File: src/rtl/pe_act_broadcast.sv
// pe_act_broadcast
// Producer side of the PE activation queue. On a start pulse it walks the
// local input activations of the selected register-file bank, drops zero
// values and emits one {absolute index, value} packet per nonzero entry over
// a valid/ready interface. A 2-entry output FIFO decouples the fixed-latency
// register-file read from downstream backpressure; reads are only issued when
// the FIFO is guaranteed to have room for the returning data.

module pe_act_broadcast #(
  parameter int DATA_WIDTH = 16,
  parameter int LOCAL_AW   = 6,
  parameter int PE_IDX_W   = 6
) (
  input  logic                                     clk,
  input  logic                                     rst,
  input  logic [PE_IDX_W-1:0]                      PE_IDX,
  input  logic                                     pe_start_broadcast,
  input  logic [LOCAL_AW:0]                        in_act_no,
  input  logic                                     act_regfile_dir,
  output logic                                     rd_en,
  output logic [LOCAL_AW-1:0]                      rd_addr,
  output logic                                     rd_dir,
  input  logic [DATA_WIDTH-1:0]                    rd_data,
  output logic                                     bcast_valid,
  output logic [LOCAL_AW+PE_IDX_W+DATA_WIDTH-1:0]  bcast_data,
  input  logic                                     bcast_ready,
  output logic                                     broadcast_done,
  output logic                                     busy
);

  localparam int IDX_W = LOCAL_AW + PE_IDX_W;
  localparam int PKT_W = IDX_W + DATA_WIDTH;
  localparam int CNT_W = LOCAL_AW + 1;

  localparam logic [CNT_W-1:0]      CNT_ZERO  = {CNT_W{1'b0}};
  localparam logic [CNT_W-1:0]      CNT_ONE   = {{(CNT_W-1){1'b0}}, 1'b1};
  localparam logic [DATA_WIDTH-1:0] DATA_ZERO = {DATA_WIDTH{1'b0}};
  localparam logic [PKT_W-1:0]      PKT_ZERO  = {PKT_W{1'b0}};
  localparam logic [LOCAL_AW-1:0]   ADDR_ZERO = {LOCAL_AW{1'b0}};

  typedef enum logic [1:0] {
    ST_IDLE  = 2'd0,
    ST_SCAN  = 2'd1,
    ST_DRAIN = 2'd2,
    ST_DONE  = 2'd3
  } state_t;

  state_t              state_r;
  state_t              state_s;

  // Job context latched on start
  logic [CNT_W-1:0]    act_no_r;
  logic [CNT_W-1:0]    rd_ptr_r;   // one bit wider than the address so a full bank does not wrap
  logic                dir_r;

  // Read-return pipeline: data arrives one cycle after the strobe
  logic                rd_pending_r;
  logic [LOCAL_AW-1:0] addr_d1_r;

  // 2-entry output FIFO
  logic [PKT_W-1:0]    fifo_mem_r [2];
  logic                fifo_wr_r;
  logic                fifo_rd_r;
  logic [1:0]          fifo_cnt_r;
  logic [1:0]          fifo_cnt_s;

  logic                issue_s;
  logic                last_rd_s;
  logic                push_s;
  logic                pop_s;
  logic [2:0]          occ_s;
  logic                start_s;
  logic [PKT_W-1:0]    push_data_s;

  assign start_s     = (state_r == ST_IDLE) && pe_start_broadcast;
  assign pop_s       = (fifo_cnt_r != 2'd0) && bcast_ready;
  assign push_s      = rd_pending_r && (rd_data != DATA_ZERO);
  // Absolute index is a plain concatenation: local address above the PE index
  assign push_data_s = {addr_d1_r, PE_IDX, rd_data};
  assign last_rd_s   = ((rd_ptr_r + CNT_ONE) == act_no_r);
  // Entries that will eventually occupy the FIFO if nothing else happens
  assign occ_s       = {1'b0, fifo_cnt_r} + {2'b00, rd_pending_r};

  // FIFO occupancy after this cycle's push and pop
  always_comb begin
    fifo_cnt_s = fifo_cnt_r;
    case ({push_s, pop_s})
      2'b10:   fifo_cnt_s = fifo_cnt_r + 2'd1;
      2'b01:   fifo_cnt_s = fifo_cnt_r - 2'd1;
      default: fifo_cnt_s = fifo_cnt_r;
    endcase
  end

  // Next-state and read-issue decision
  always_comb begin
    state_s = state_r;
    issue_s = 1'b0;
    case (state_r)
      ST_IDLE: begin
        if (pe_start_broadcast) begin
          if (in_act_no == CNT_ZERO) begin
            state_s = ST_DONE;
          end else begin
            state_s = ST_SCAN;
          end
        end else begin
          state_s = ST_IDLE;
        end
      end
      ST_SCAN: begin
        // Only read when the returning word is sure to find a free FIFO slot
        if (occ_s < (3'd2 + {2'b00, pop_s})) begin
          issue_s = 1'b1;
          if (last_rd_s) begin
            state_s = ST_DRAIN;
          end else begin
            state_s = ST_SCAN;
          end
        end else begin
          state_s = ST_SCAN;
        end
      end
      ST_DRAIN: begin
        // No reads are issued here, so nothing is outstanding after this
        // cycle; a final zero return therefore finishes as soon as it lands.
        if (fifo_cnt_s == 2'd0) begin
          state_s = ST_DONE;
        end else begin
          state_s = ST_DRAIN;
        end
      end
      ST_DONE: begin
        state_s = ST_IDLE;
      end
      default: begin
        state_s = ST_IDLE;
      end
    endcase
  end

  // State register and job context
  always_ff @(posedge clk) begin
    if (rst) begin
      state_r  <= ST_IDLE;
      act_no_r <= CNT_ZERO;
      rd_ptr_r <= CNT_ZERO;
      dir_r    <= 1'b0;
    end else begin
      state_r <= state_s;
      if (start_s) begin
        act_no_r <= in_act_no;
        dir_r    <= act_regfile_dir;
        rd_ptr_r <= CNT_ZERO;
      end else if (issue_s) begin
        rd_ptr_r <= rd_ptr_r + CNT_ONE;
      end else begin
        rd_ptr_r <= rd_ptr_r;
      end
    end
  end

  // Track the read in flight and the address it belongs to
  always_ff @(posedge clk) begin
    if (rst) begin
      rd_pending_r <= 1'b0;
      addr_d1_r    <= ADDR_ZERO;
    end else begin
      rd_pending_r <= issue_s;
      if (issue_s) begin
        addr_d1_r <= rd_ptr_r[LOCAL_AW-1:0];
      end else begin
        addr_d1_r <= addr_d1_r;
      end
    end
  end

  // Output FIFO storage and pointers
  always_ff @(posedge clk) begin
    if (rst) begin
      fifo_mem_r[0] <= PKT_ZERO;
      fifo_mem_r[1] <= PKT_ZERO;
      fifo_wr_r     <= 1'b0;
      fifo_rd_r     <= 1'b0;
      fifo_cnt_r    <= 2'd0;
    end else begin
      if (push_s) begin
        fifo_mem_r[fifo_wr_r] <= push_data_s;
        fifo_wr_r             <= ~fifo_wr_r;
      end else begin
        fifo_wr_r <= fifo_wr_r;
      end
      if (pop_s) begin
        fifo_rd_r <= ~fifo_rd_r;
      end else begin
        fifo_rd_r <= fifo_rd_r;
      end
      fifo_cnt_r <= fifo_cnt_s;
    end
  end

  assign rd_en          = issue_s;
  assign rd_addr        = rd_ptr_r[LOCAL_AW-1:0];
  assign rd_dir         = dir_r;
  assign bcast_valid    = (fifo_cnt_r != 2'd0);
  assign bcast_data     = bcast_valid ? fifo_mem_r[fifo_rd_r] : PKT_ZERO;
  assign broadcast_done = (state_r == ST_DONE);
  assign busy           = (state_r != ST_IDLE);

endmodule

File: config.mk
export PLATFORM = sky130hd
export DESIGN_NAME = pe_act_broadcast
export DESIGN_NICKNAME = d
export VERILOG_FILES = /design/src/rtl/pe_act_broadcast.sv
export SDC_FILE = /design/constraint.sdc
export NUM_CORES = 1
export LEC_CHECK = 0
export ABC_CLOCK_PERIOD_IN_PS = 4650
export CAP_MARGIN = 20
export CORE_MARGIN = 4
export CORE_UTILIZATION = 35
export CTS_BUF_LIST = sky130_fd_sc_hd__clkbuf_8
export DETAILED_ROUTE_END_ITERATION = 10
export GPL_ROUTABILITY_DRIVEN = 0
export PLACE_DENSITY = 0.62
export SETUP_SLACK_MARGIN = 0.05
export SLEW_MARGIN = 40
export SYNTH_ARGS = -nofsm -noshare
export SYNTH_HDL_FRONTEND = slang
export SYNTH_SLANG_ARGS = --single-unit
File: constraint.sdc
create_clock -name clk -period 4.65 [get_ports clk]
set_input_delay 1.1625 -clock clk [delete_from_list [all_inputs] [get_ports clk]]
set_output_delay 1.1625 -clock clk [all_outputs]
set_load 0.03 [all_outputs]
# After elaboration in Yosys (flattened, before gate mapping)
# Memories as Yosys holds them, arrays and structs flattened. A register that Yosys moved wholly into a read port is not among the register bits.
# Cells that the tools add are included.
[word_totals]
register_bits = 28
latchBits = 0
ramBits = 56
mem_bits_ro = 0
wordCells = 55
n_memories = 1
[op_classes]
n_addsub = 5
mul = 0
div_mod_pow = 0
order_cmp = 1
eq_ne = 6
n_shift = 0
n_mux = 20
bitwise = 2
n_reduce_logical = 11
[memory_table]
columns = ["memory", "depth", "width", "read_ports", "rd_clocked_by_memory_dff", "write_ports", "line", "text"]
rows = [
  ["fifo_mem_r", 2, 28, 1, 1, 2, "61", "logic [PKT_W-1:0] fifo_mem_r [2];"],
]
[op_table]
columns = ["operator", "n"]
rows = [
  ["28-bit two-way mux", 2],
  ["28-bit OR reduction", 1],
  ["16-bit nonzero test", 1],
  ["1-bit two-way mux", 12],
  ["2-bit two-way mux", 4],
  ["2-bit case mux with 4 select lines", 1],
  ["7-bit by 1-bit adder with 7-bit output (second input constant)", 1],
  ["7-bit == test", 1],
  ["7-bit logical NOT", 1],
  ["2-bit == test (second input constant)", 3],
  ["2-bit by 1-bit == test with 1-bit output (second input constant)", 2],
  ["2-bit logical NOT", 2],
  ["2-bit case mux with 2 select lines", 1],
  ["2-bit nonzero test", 2],
  ["2-bit by 1-bit adder with 3-bit output", 1],
  ["2-bit by 1-bit adder with 3-bit output (first input constant)", 1],
  ["1-bit logical AND", 3],
  ["3-bit less-than comparator", 1],
  ["2-bit by 1-bit adder with 2-bit output (second input constant)", 1],
  ["1-bit NOT", 2],
  ["2-bit OR reduction", 1],
  ["2-bit by 1-bit subtractor with 2-bit output (second input constant)", 1],
]

# Longest topological paths before layout
[logic_depth]
ltp_word = 7
depth_mapped = 9

# Least setup slack after synthesis
# Ideal clock, no wire load.
[synth_path]
kind = "input -> register"
from = "in rd_data[0]"
to = "mem fifo_mem_r[0][0] in the netlist's numbering (enable)"
t_arrival_ns = 3.421
required_time_ns = 4.198
path_slack_ns = 0.777
stages = 4
path_buffers = 0
cell_sequence = "nor4_1 -> nand4_1 -> nand2_1 -> o21ai_0"
[synth_rtl]
columns = ["element", "line", "text"]
rows = [
  ["start, declared", "23", "input logic [DATA_WIDTH-1:0] rd_data,"],
  ["end, declared", "61", ""],
]

# Final worst setup path
[layout_path]
from = "in bcast_ready"
to = "out rd_en"
[layout_between]
elab_chain_cells = 5
[layout_lines]
columns = ["element", "line", "text"]
rows = [
  ["start, declared", "26", "input logic bcast_ready,"],
  ["1-bit logical AND", "76", "assign pop_s = (fifo_cnt_r != 2'd0) && bcast_ready;"],
  ["2-bit by 1-bit adder with 3-bit output", "112", "if (occ_s < (3'd2 + {2'b00, pop_s})) begin"],
  ["3-bit less-than comparator", "112", ""],
  ["1-bit two-way mux", "112", ""],
  ["1-bit two-way mux", "98", "case (state_r)"],
  ["end, declared", "20", "output logic rd_en,"],
]
# No other way between the ends.

==> impl_results.md <==
* Outcome: finished, final reports clean
* DR WL met3 at 410 um
* Final period utilization at 0.918
* Final non-filler cell total at 577
* WP data arrival at 3.10 ns
* Slew HR at 0.540
* CP required at 3.49 ns
* Dpl cells at 561
* Largest net degree at the start of global routing at 30
* RR Startpoint: fifo_cnt_r[0]
* MaxCap Viol Count at 0
* Detailed-route via count at 2738
* Fin crit period at 4.27 ns
* CTS tree: yes
* Peak Freq at 234 MHz
* WHS Endpoint: addr_d1_r[3]
* Final wirelength at 8440 um
* Cell depth of the worst hold path at 2
* Hold buffer count at CTS at 0
* DRC Markers at 0
* Most common cell after layout, fill and taps aside: clkdlybuf4s50_1
* Largest buffer count on any clock path at 2
* IO Port Bufs at 72
* Hold path start: addr_d1_r[3]
* M1 WL at 3670 um
* Reg2reg end: state_r[0]
* Layout cell share with drive strength beyond 1 at 0.0732
* Slew Viols, Final at 0
* Num CTS Buffers at 9
* Drt first pass iters at 4
* Yosys cell types at 48
* Post-synthesis register bit count at 85
* Worst R2R Path Depth at 8
* Die H at 115 um
* Most area-consuming cells after synthesis: edfxtp_1, dfxtp_1, and2_1
* Area leader, netlist: edfxtp_1
* CTS resizes at 0
* Average size of a mapped cell at 10.9 um^2
* Sequential fraction of the synthesis area at 0.565
* Setup Buffers After CTS at 0
* DR top layer: met4
* Post-route antenna net violation count at 0
* Ys async rst share at 0
* Num Clock Sinks at 85
* Setup TNS at 0 ns
* Pwr/cell area at 364 nW/um^2
* Number of setup violations in the final report at 0
* Kind of critical path: input port to primary output
* R2r setup slk at 1.99 ns
* Synth warnings at 0
* Metal2 WL at 4250 um
* Maximum vdd drop at 0.187 mV
* Vias per inst at 4.75
* Clock Tree Root: clkbuf_8
* Starting density of the core at 0.363
* Grt ovf at 0
* CP endpoint kind: primary output
* RSZ-0062 raised after global routing: no
* Routed length per instance at 14.6 um
* Hold Violations, Final at 0
* First-pass GRT wire length at 14000 um
* # H-tree levels at 3
* Most frequent cells in the layout: clkdlybuf4s50_1, and2_1, edfxtp_1
* Synth top area share at 0.420
* Synth Instances at 367
* Number of synthesized flops with an enable pin at 56
* Clk_lat worst skew at 0.35 ns
* Worst hold-check path type: flip-flop to flip-flop
* CP max FO at 10
* Worst Setup Start Kind: input port
* Drt initial violations at 96
* Post-Syn Nets at 405
* Multi-input gate area at 1600 um^2
* Nets@finish at 470
* Clock transition at path regs at 0.08 ns
* Core Area at 11000 um^2
* Vias in the first global route at 2788
* Register area at 2270 um^2
* Lkg Pwr at 1.77 nW
* Die X at 115 um
* Area grow syn2layout at 25.1%
* Tightest Pin Transition at 0.690 ns
* Initial antenna violation count at 0
* # diodes at 0
* Main flop type after synthesis: edfxtp_1
* IO Count at 73
* Fill cells at 1080
* Hpwl dp at 5890 um
* Clock Skew at 0.00941 ns
* Rows at 38
* Full die area at 13200 um^2
* GRT Overall Usage at 0.135
* Mapped Area at 4010 um^2
[metal layers]
metal | global-route usage | up-vias
li1 | - | 1395
met1 | 0.162 | 1276
met2 | 0.236 | 60
met3 | 0.0353 | 7
met4 | 0.0438 | 0
met5 | 0 | -
[per-stage QoR]
| step | setup slack, ns | util | hold slack [ns] | cell area [um^2] | power (mW) |
|---|---|---|---|---|---|
| 6_report | 0.383 | 0.454 | 0.471 | 5010 | 1.83 |
| 5_1_grt | 0.258 | 0.454 | 0.493 | 5010 | 1.92 |
| 4_1_cts | 0.383 | 0.454 | 0.472 | 5010 | 1.85 |
| 3_5_place_dp | 0.383 | 0.437 | 0.460 | 4820 | 1.37 |
| 3_3_place_gp | 0.427 | 0.437 | 0.452 | 4820 | 1.36 |
| 2_1_floorplan | 0.777 | - | 0.440 | 4010 | 1.19 |
[how the worst max path moves through the flow]
| stage | start | slack, ns | to |
|---|---|---|---|
| floorplan | rd_data[0] | 0.78 | fifo_mem_r[0][0] |
| global placement | bcast_ready | 0.43 | rd_en |
| detailed placement | rd_data[9] | 0.38 | state_r[0] |
| CTS | bcast_ready | 0.38 | rd_en |
| global route | bcast_ready | 0.26 | rd_en |
| finish | bcast_ready | 0.38 | rd_en |
[worst max-delay path, cell delays in order]
cell and delay (ns):
clkdlybuf4s50_1 0.47, o21ai_1 0.14, o21ai_4 0.23, nand2_2 0.17
inv_2 0.20, clkdlybuf4s50_1 0.73
[cell families after synthesis]
group / Yosys count / share of synthesized area
and+or+nand+nor: 169 / 0.220
adders and majority gates: 4 / 0.0125
DFF: 85 / 0.565
AOI/OAI and AO/OA: 36 / 0.0593
buffers and inverters: 30 / 0.0403
muxes: 28 / 0.0700
xor gates and xnor gates: 15 / 0.0328
[cell type report]
| cell class | instances | area share |
|---|---|---|
| sequential | 85 | 0.452 |
| multi-input combinational | 252 | 0.319 |
| timing repair buffer | 77 | 0.151 |
| tap | 140 | 0.0350 |
| clock buffer | 9 | 0.0247 |
| clock inverter | 7 | 0.0125 |
| inverter | 7 | 0.00524 |
[cells in the mapped netlist, types with 2 or more instances]
library cell,instances
and2_1,59
edfxtp_1,56
nor2_1,39
nand2_1,35
dfxtp_1,29
mux2i_1,28
a21oi_1,18
clkbuf_1,11
xor2_1,9
buf_4,6
inv_1,6
nand4_1,6
xnor2_1,6
nor3_1,5
nor4_1,5
ha_1,4
nor2b_1,4
a31oi_1,3
nand3_1,3
o21ai_0,3
buf_1,2
buf_6,2
o31ai_1,2
or4_1,2
[power breakdown]
part,switching (mW),internal [mW],total (mW)
sequential,0.0516,0.856,0.908
clock,0.280,0.201,0.482
combinational,0.248,0.188,0.436
total,0.580,1.25,1.83
[sequential cells by signal, summed over array words and instances, names as in the netlist, named ones only]
signal and count:
rd_dir 1, state_r 2, addr_d1_r 6, fifo_rd_r 1
fifo_wr_r 1, rd_ptr_r 7, rd_pending_r 1, fifo_mem_r 56
act_no_r 7, fifo_cnt_r 2
Power figures use the tool's default switching activity.
==> edit 1: new RTL, config.mk and constraints unchanged <==
The 4 states of `state_t` get a one-hot encoding in 4 bits.
--- a/src/rtl/pe_act_broadcast.sv
+++ b/src/rtl/pe_act_broadcast.sv
@@ -40,7 +40,7 @@
 
-  typedef enum logic [1:0] {
-    ST_IDLE  = 2'd0,
-    ST_SCAN  = 2'd1,
-    ST_DRAIN = 2'd2,
-    ST_DONE  = 2'd3
+  typedef enum logic [3:0] {
+    ST_IDLE  = 4'b0001,
+    ST_SCAN  = 4'b0010,
+    ST_DRAIN = 4'b0100,
+    ST_DONE  = 4'b1000
   } state_t;
Behaviour: same outputs for any inputs over 4 cycles, from zero or initial values and one cycle with rst high; so few cycles prove little.
==> edit 1 against the original RTL <==
- final cell count fell by 0.35%
- design area rose by 2.7%
- clock skew rose by 5.5 ps
- global-route usage fell by 0.57 points
- worst setup slack improved by 200 ps
- routed wire length fell by 3.0%
- sequential cell count rose by 2
- area after synthesis rose by 1.4%
- highest routed layer unchanged
Power is not compared: it rests on default switching activity, and its combinational part moved more than twofold at a synthesized area within 25%.
==> edit 1: results (changes against the original RTL) <==
| Metric | Value |
|---|---|
| Post-Syn Nets | `398 (-1.7%)` |
| Synth Warn # | `0 (unchanged)` |
| R2r endpoint | `fifo_mem_r[1][3]$_SDFFCE_PN0P_` |
| Hold Path Sink | `act_no_r[0]$_SDFFE_PP0P_` |
| EDFF count, synth | `56 (unchanged)` |
| Largest registers | `fifo_mem_r x56, act_no_r x7, rd_ptr_r x7` |
| Crit path max fanout | `5 (-5)` |
| Worst EP arrival | `2910 ps (-190 ps)` |
| Status | `completed` |
| Vias in the first global route | `2757 (-1.1%)` |
| Placed inst area | `0.00492 sq mm (+2.0%)` |
| Clock Path Buffers | `2 (unchanged)` |
| Largest net degree at the start of global routing | `30 (unchanged)` |
| Port Buffers | `72 (unchanged)` |
| Critical Path Max Stage Delay | `660 ps (-70 ps)` |
| Vias | `2736 (-0.073%)` |
| Share of layout cells above drive strength 1 | `7.64% (+0.32 points)` |
| Worst Clk Skew | `14.9 ps (+5.47 ps)` |
| Adder-cell share of the synthesized area | `1.23% (-0.017 points)` |
| DRT iter0 DRCs | `61 (-36%)` |
| Synth top area cells | `edfxtp_1, dfxtp_1, mux2i_1` |
| Post-synthesis mux area share | `8.87% (+1.9 points)` |
| Flop2flop setup slack | `2580 ps (+590 ps)` |
| Lkg Pwr | `1.87 nW` |
| Post-CTS Setup Repair Bufs | `0 (unchanged)` |
| Peak VDD IR | `0.000169 V` |
| WHS Path Cells | `2 (unchanged)` |
| Final nets | `465 (-1.1%)` |
| Async S/R FF share, synth | `0% (unchanged)` |
| Post-DP HPWL | `5650 um (-4.2%)` |
| Slew @ Worst Pin | `701 ps (+11.4 ps)` |
| Synth top cells by count | `and2_1, edfxtp_1, nor2_1, mux2i_1, dfxtp_1` |
| Fill cell count | `1077 (-0.28%)` |
| Clk_lat worst skew | `350 ps (about the same)` |
| Compound-Gate Fraction of Synth Area | `4.19% (-1.7 points)` |
| Post-synth cell types | `41 (-15%)` |
| WHS | `474 ps (+2.72 ps)` |
| Final WL | `8190 um (-3.0%)` |
| Worst reg2reg path startpoint | `rd_pending_r$_SDFF_PP0_` |
| GRT Total Usage | `12.9% (-0.57 points)` |
| Post-Synth XOR/XNOR Area | `4.10% (+0.82 points)` |
| First-pass GRT wire length | `13800 um (-1.2%)` |
| Worst r2r path cells | `4 (-4)` |
| Seq/Total Area, Yosys | `56.7% (+0.22 points)` |
| Worst Hold Launch | `act_no_r[0]$_SDFFE_PP0P_` |
-- edit 1: cell count changes after synthesis, sizes merged, moves of 4 or more --
cell / delta
mux2i: +8
nand4: -5
and2: -4
nor3: -4
nand2: -20
o21ai: +4
nor2b: -5
a21oi: -7
nand3: +8
nor2: +12
nor4b: +4
-- edit 1: layer usage --
metal | up-vias | part of all wire [%] | GRT usage (%)
li1 | 1384 | - | -
met1 | 1291 | 47 | 17.4
met2 | 56 | 48 | 21.6
met3 | 5 | 4.4 | 2.77
met4 | 0 | 0.66 | 3.02
met5 | - | 0 | 0
-- edit 1: through the flow --
step / utilization (%) / setup slack [ps] / cells
final: 45.3 / 578 / 575
after global routing: 45.3 / 447 / 575
after CTS: 45.3 / 544 / 575
after detailed placement: 43.3 / 550 / 559
after global placement: 43.2 / 572 / 559
after floorplan: - / 777 / 360
-- edit 1: critical path, delay by kind of cell --
kind | cells | cell delay, ps
AND/OR/NAND/NOR | 1 | 160
AO/OA/AOI/OAI | 2 | 350
buffers and inverters | 3 | 1230
-- edit 1: how the worst max path moves through the flow --
| stage | from | to | slack (ps) | cells past startpoint |
|---|---|---|---|---|
| after floorplan | rd_data[4] | fifo_mem_r[0][0]$_SDFFCE_PN0P_ | 780 | 4 |
| after global placement | bcast_ready | rd_en | 570 | 6 |
| after detailed placement | bcast_ready | rd_en | 550 | 6 |
| after CTS | bcast_ready | rd_en | 540 | 6 |
| after global routing | bcast_ready | rd_en | 450 | 6 |
| final | bcast_ready | rd_en | 580 | 6 |
-- edit 1: cell type report --
class	count	share of cell area [%]
inverters	5	0.365
clock buffers	9	2.41
flip-flops and latches	87	44.8
well taps	143	3.48
repair buffers	78	14.9
multi-input cells	246	32.1
clock inverters	7	1.92
-- edit 1: kinds of logic after synthesis --
kind of cell,count (synthesis)
compound gates,27
buf+inv,27
flops,87
xor+xnor,19
simple gates,160
fa+ha+maj,4
mux,36
-- edit 1: power breakdown --
group	internal [mW]	switching [mW]	leakage, nW
registers	0.852	0.0251	0.828
clock network	0.309	0.277	0.113
logic	0.0940	0.112	0.927
total	1.25	0.414	1.87
==> edit 2: new RTL, same settings <==
Without the edit above. `PE_IDX_W`: 6 -> 5.
--- a/src/rtl/pe_act_broadcast.sv
+++ b/src/rtl/pe_act_broadcast.sv
@@ -11,3 +11,3 @@
   parameter int LOCAL_AW   = 6,
-  parameter int PE_IDX_W   = 6
+  parameter int PE_IDX_W   = 5
 ) (
Interface: changed (resized PE_IDX and bcast_data); port bits go from 73 to 71. The function was not compared with the original's and may differ.
==> edit 2 against the original RTL <==
- design area shrank 1.3%
- sequential cell count fell by 2
- power rose by 11%
- area after synthesis is 1.2% lower
- global-route usage shrank 0.33 points
- worst setup slack better by 110 ps
- routed wire length decreased by 2.6%
- worst hold slack got worse by 13 ps
- combinational power grew 36%
- first-iteration DRC count increased by 27%
- critical path type unchanged
- critical endpoint unchanged
- largest power group unchanged
==> edit 2: results (changes against the original RTL) <==
| Metric | Value |
|---|---|
| Status | `completed` |
| Worst reg2reg path startpoint | `rd_ptr_r[0]$_SDFFE_PP0P_` |
| Met1 Use GR | `16.0% (-0.25 points)` |
| Slew @ Worst Pin | `620 ps (-70.3 ps)` |
| Post-DP HPWL | `5610 um (-4.8%)` |
| Share of layout cells above drive strength 1 | `9.98% (+2.7 points)` |
| Final WL | `8220 um (-2.6%)` |
| Worst Hold Launch | `rd_dir$_SDFFE_PP0P_` |
| Synth top cells by count | `edfxtp_1, and2_1, nor2_1, nand2_1, dfxtp_1` |
| Critical Path Max Stage Delay | `700 ps (-30 ps)` |
| Final nets | `463 (-1.5%)` |
| Largest net degree at the start of global routing | `29 (-3.3%)` |
| Worst Clk Skew | `9.96 ps (+0.545 ps)` |
| First-pass GRT wire length | `13700 um (-2.0%)` |
| Largest registers | `fifo_mem_r x54, act_no_r x7, rd_ptr_r x7` |
| Synth top area cells | `edfxtp_1, dfxtp_1, and2_1` |
| Post-Syn Nets | `401 (-0.99%)` |
| DRT iter0 DRCs | `122 (+27%)` |
| Post-synth cell types | `45 (-6.3%)` |
| Met2 Use GR | `23.3% (-0.31 points)` |
| Port Buffers | `70 (-2.8%)` |
| Peak VDD IR | `0.000208 V (+11%)` |
| Vias in the first global route | `2841 (+1.9%)` |
| GRT Total Usage | `13.2% (-0.33 points)` |
| Lkg Pwr | `1.77 nW (about the same)` |
-- edit 2: final cells by class --
type                            count  area [sq um]
Tap cell                          140           175
Clock buffer                        9           124
Inverter                            5          18.8
Multi-Input combinational cell    252          1610
Timing Repair Buffer               75           738
Clock inverter                      7          77.6
Fill cell                        1060          5990
Sequential cell                    83          2210
-- edit 2: through the flow --
stage	cells	setup slack [ps]	area, sq um	hold slack (ps)
2_1_floorplan	364	1510	3960	440
3_3_place_gp	555	552	4730	444
3_5_place_dp	555	496	4740	451
4_1_cts	571	489	4950	461
5_1_grt	571	413	4950	485
6_report	571	498	4950	458
-- edit 2: path summary, 6_finish.rpt --
kind | to | slack [ps] | depth (start not counted)
max reg2reg | state_r[1]$_SDFF_PP0_ | 2830 | 6
max | rd_en | 500 | 6
min reg2reg | rd_dir$_SDFFE_PP0P_ | 460 | 2
min | rd_dir$_SDFFE_PP0P_ | 460 | 2
-- edit 2: power by group --
part / leakage [nW] / switching (mW) / internal (mW)
registers: 0.798 / 0.0724 / 0.841
logic: 0.871 / 0.342 / 0.253
clock network: 0.0992 / 0.267 / 0.253
-- edit 2: logic make-up after synthesis --
| kind of cell | count (synthesis) | synth area share, % |
|---|---|---|
| adders and majority gates | 4 | 1.26 |
| and+or+nand+nor | 171 | 23.2 |
| DFF | 83 | 55.6 |
| buffers and inverters | 29 | 4.23 |
| AOI/OAI and AO/OA | 33 | 5.15 |
| muxes | 27 | 6.82 |
| xor gates and xnor gates | 17 | 3.76 |
-- edit 2: worst reg2reg max path: cells and delay by family, from the launching register on --
family | cells | cell delay, ps
fa+ha+maj | 1 | 360
flops | 1 | 480
simple gates | 2 | 340
compound gates | 3 | 590
-- edit 2: routing by layer --
metal	vias to the layer above	share of wire [%]
li1	1364	-
met1	1273	42
met2	70	53
met3	4	5.3
met4	0	0.46
met5	-	0
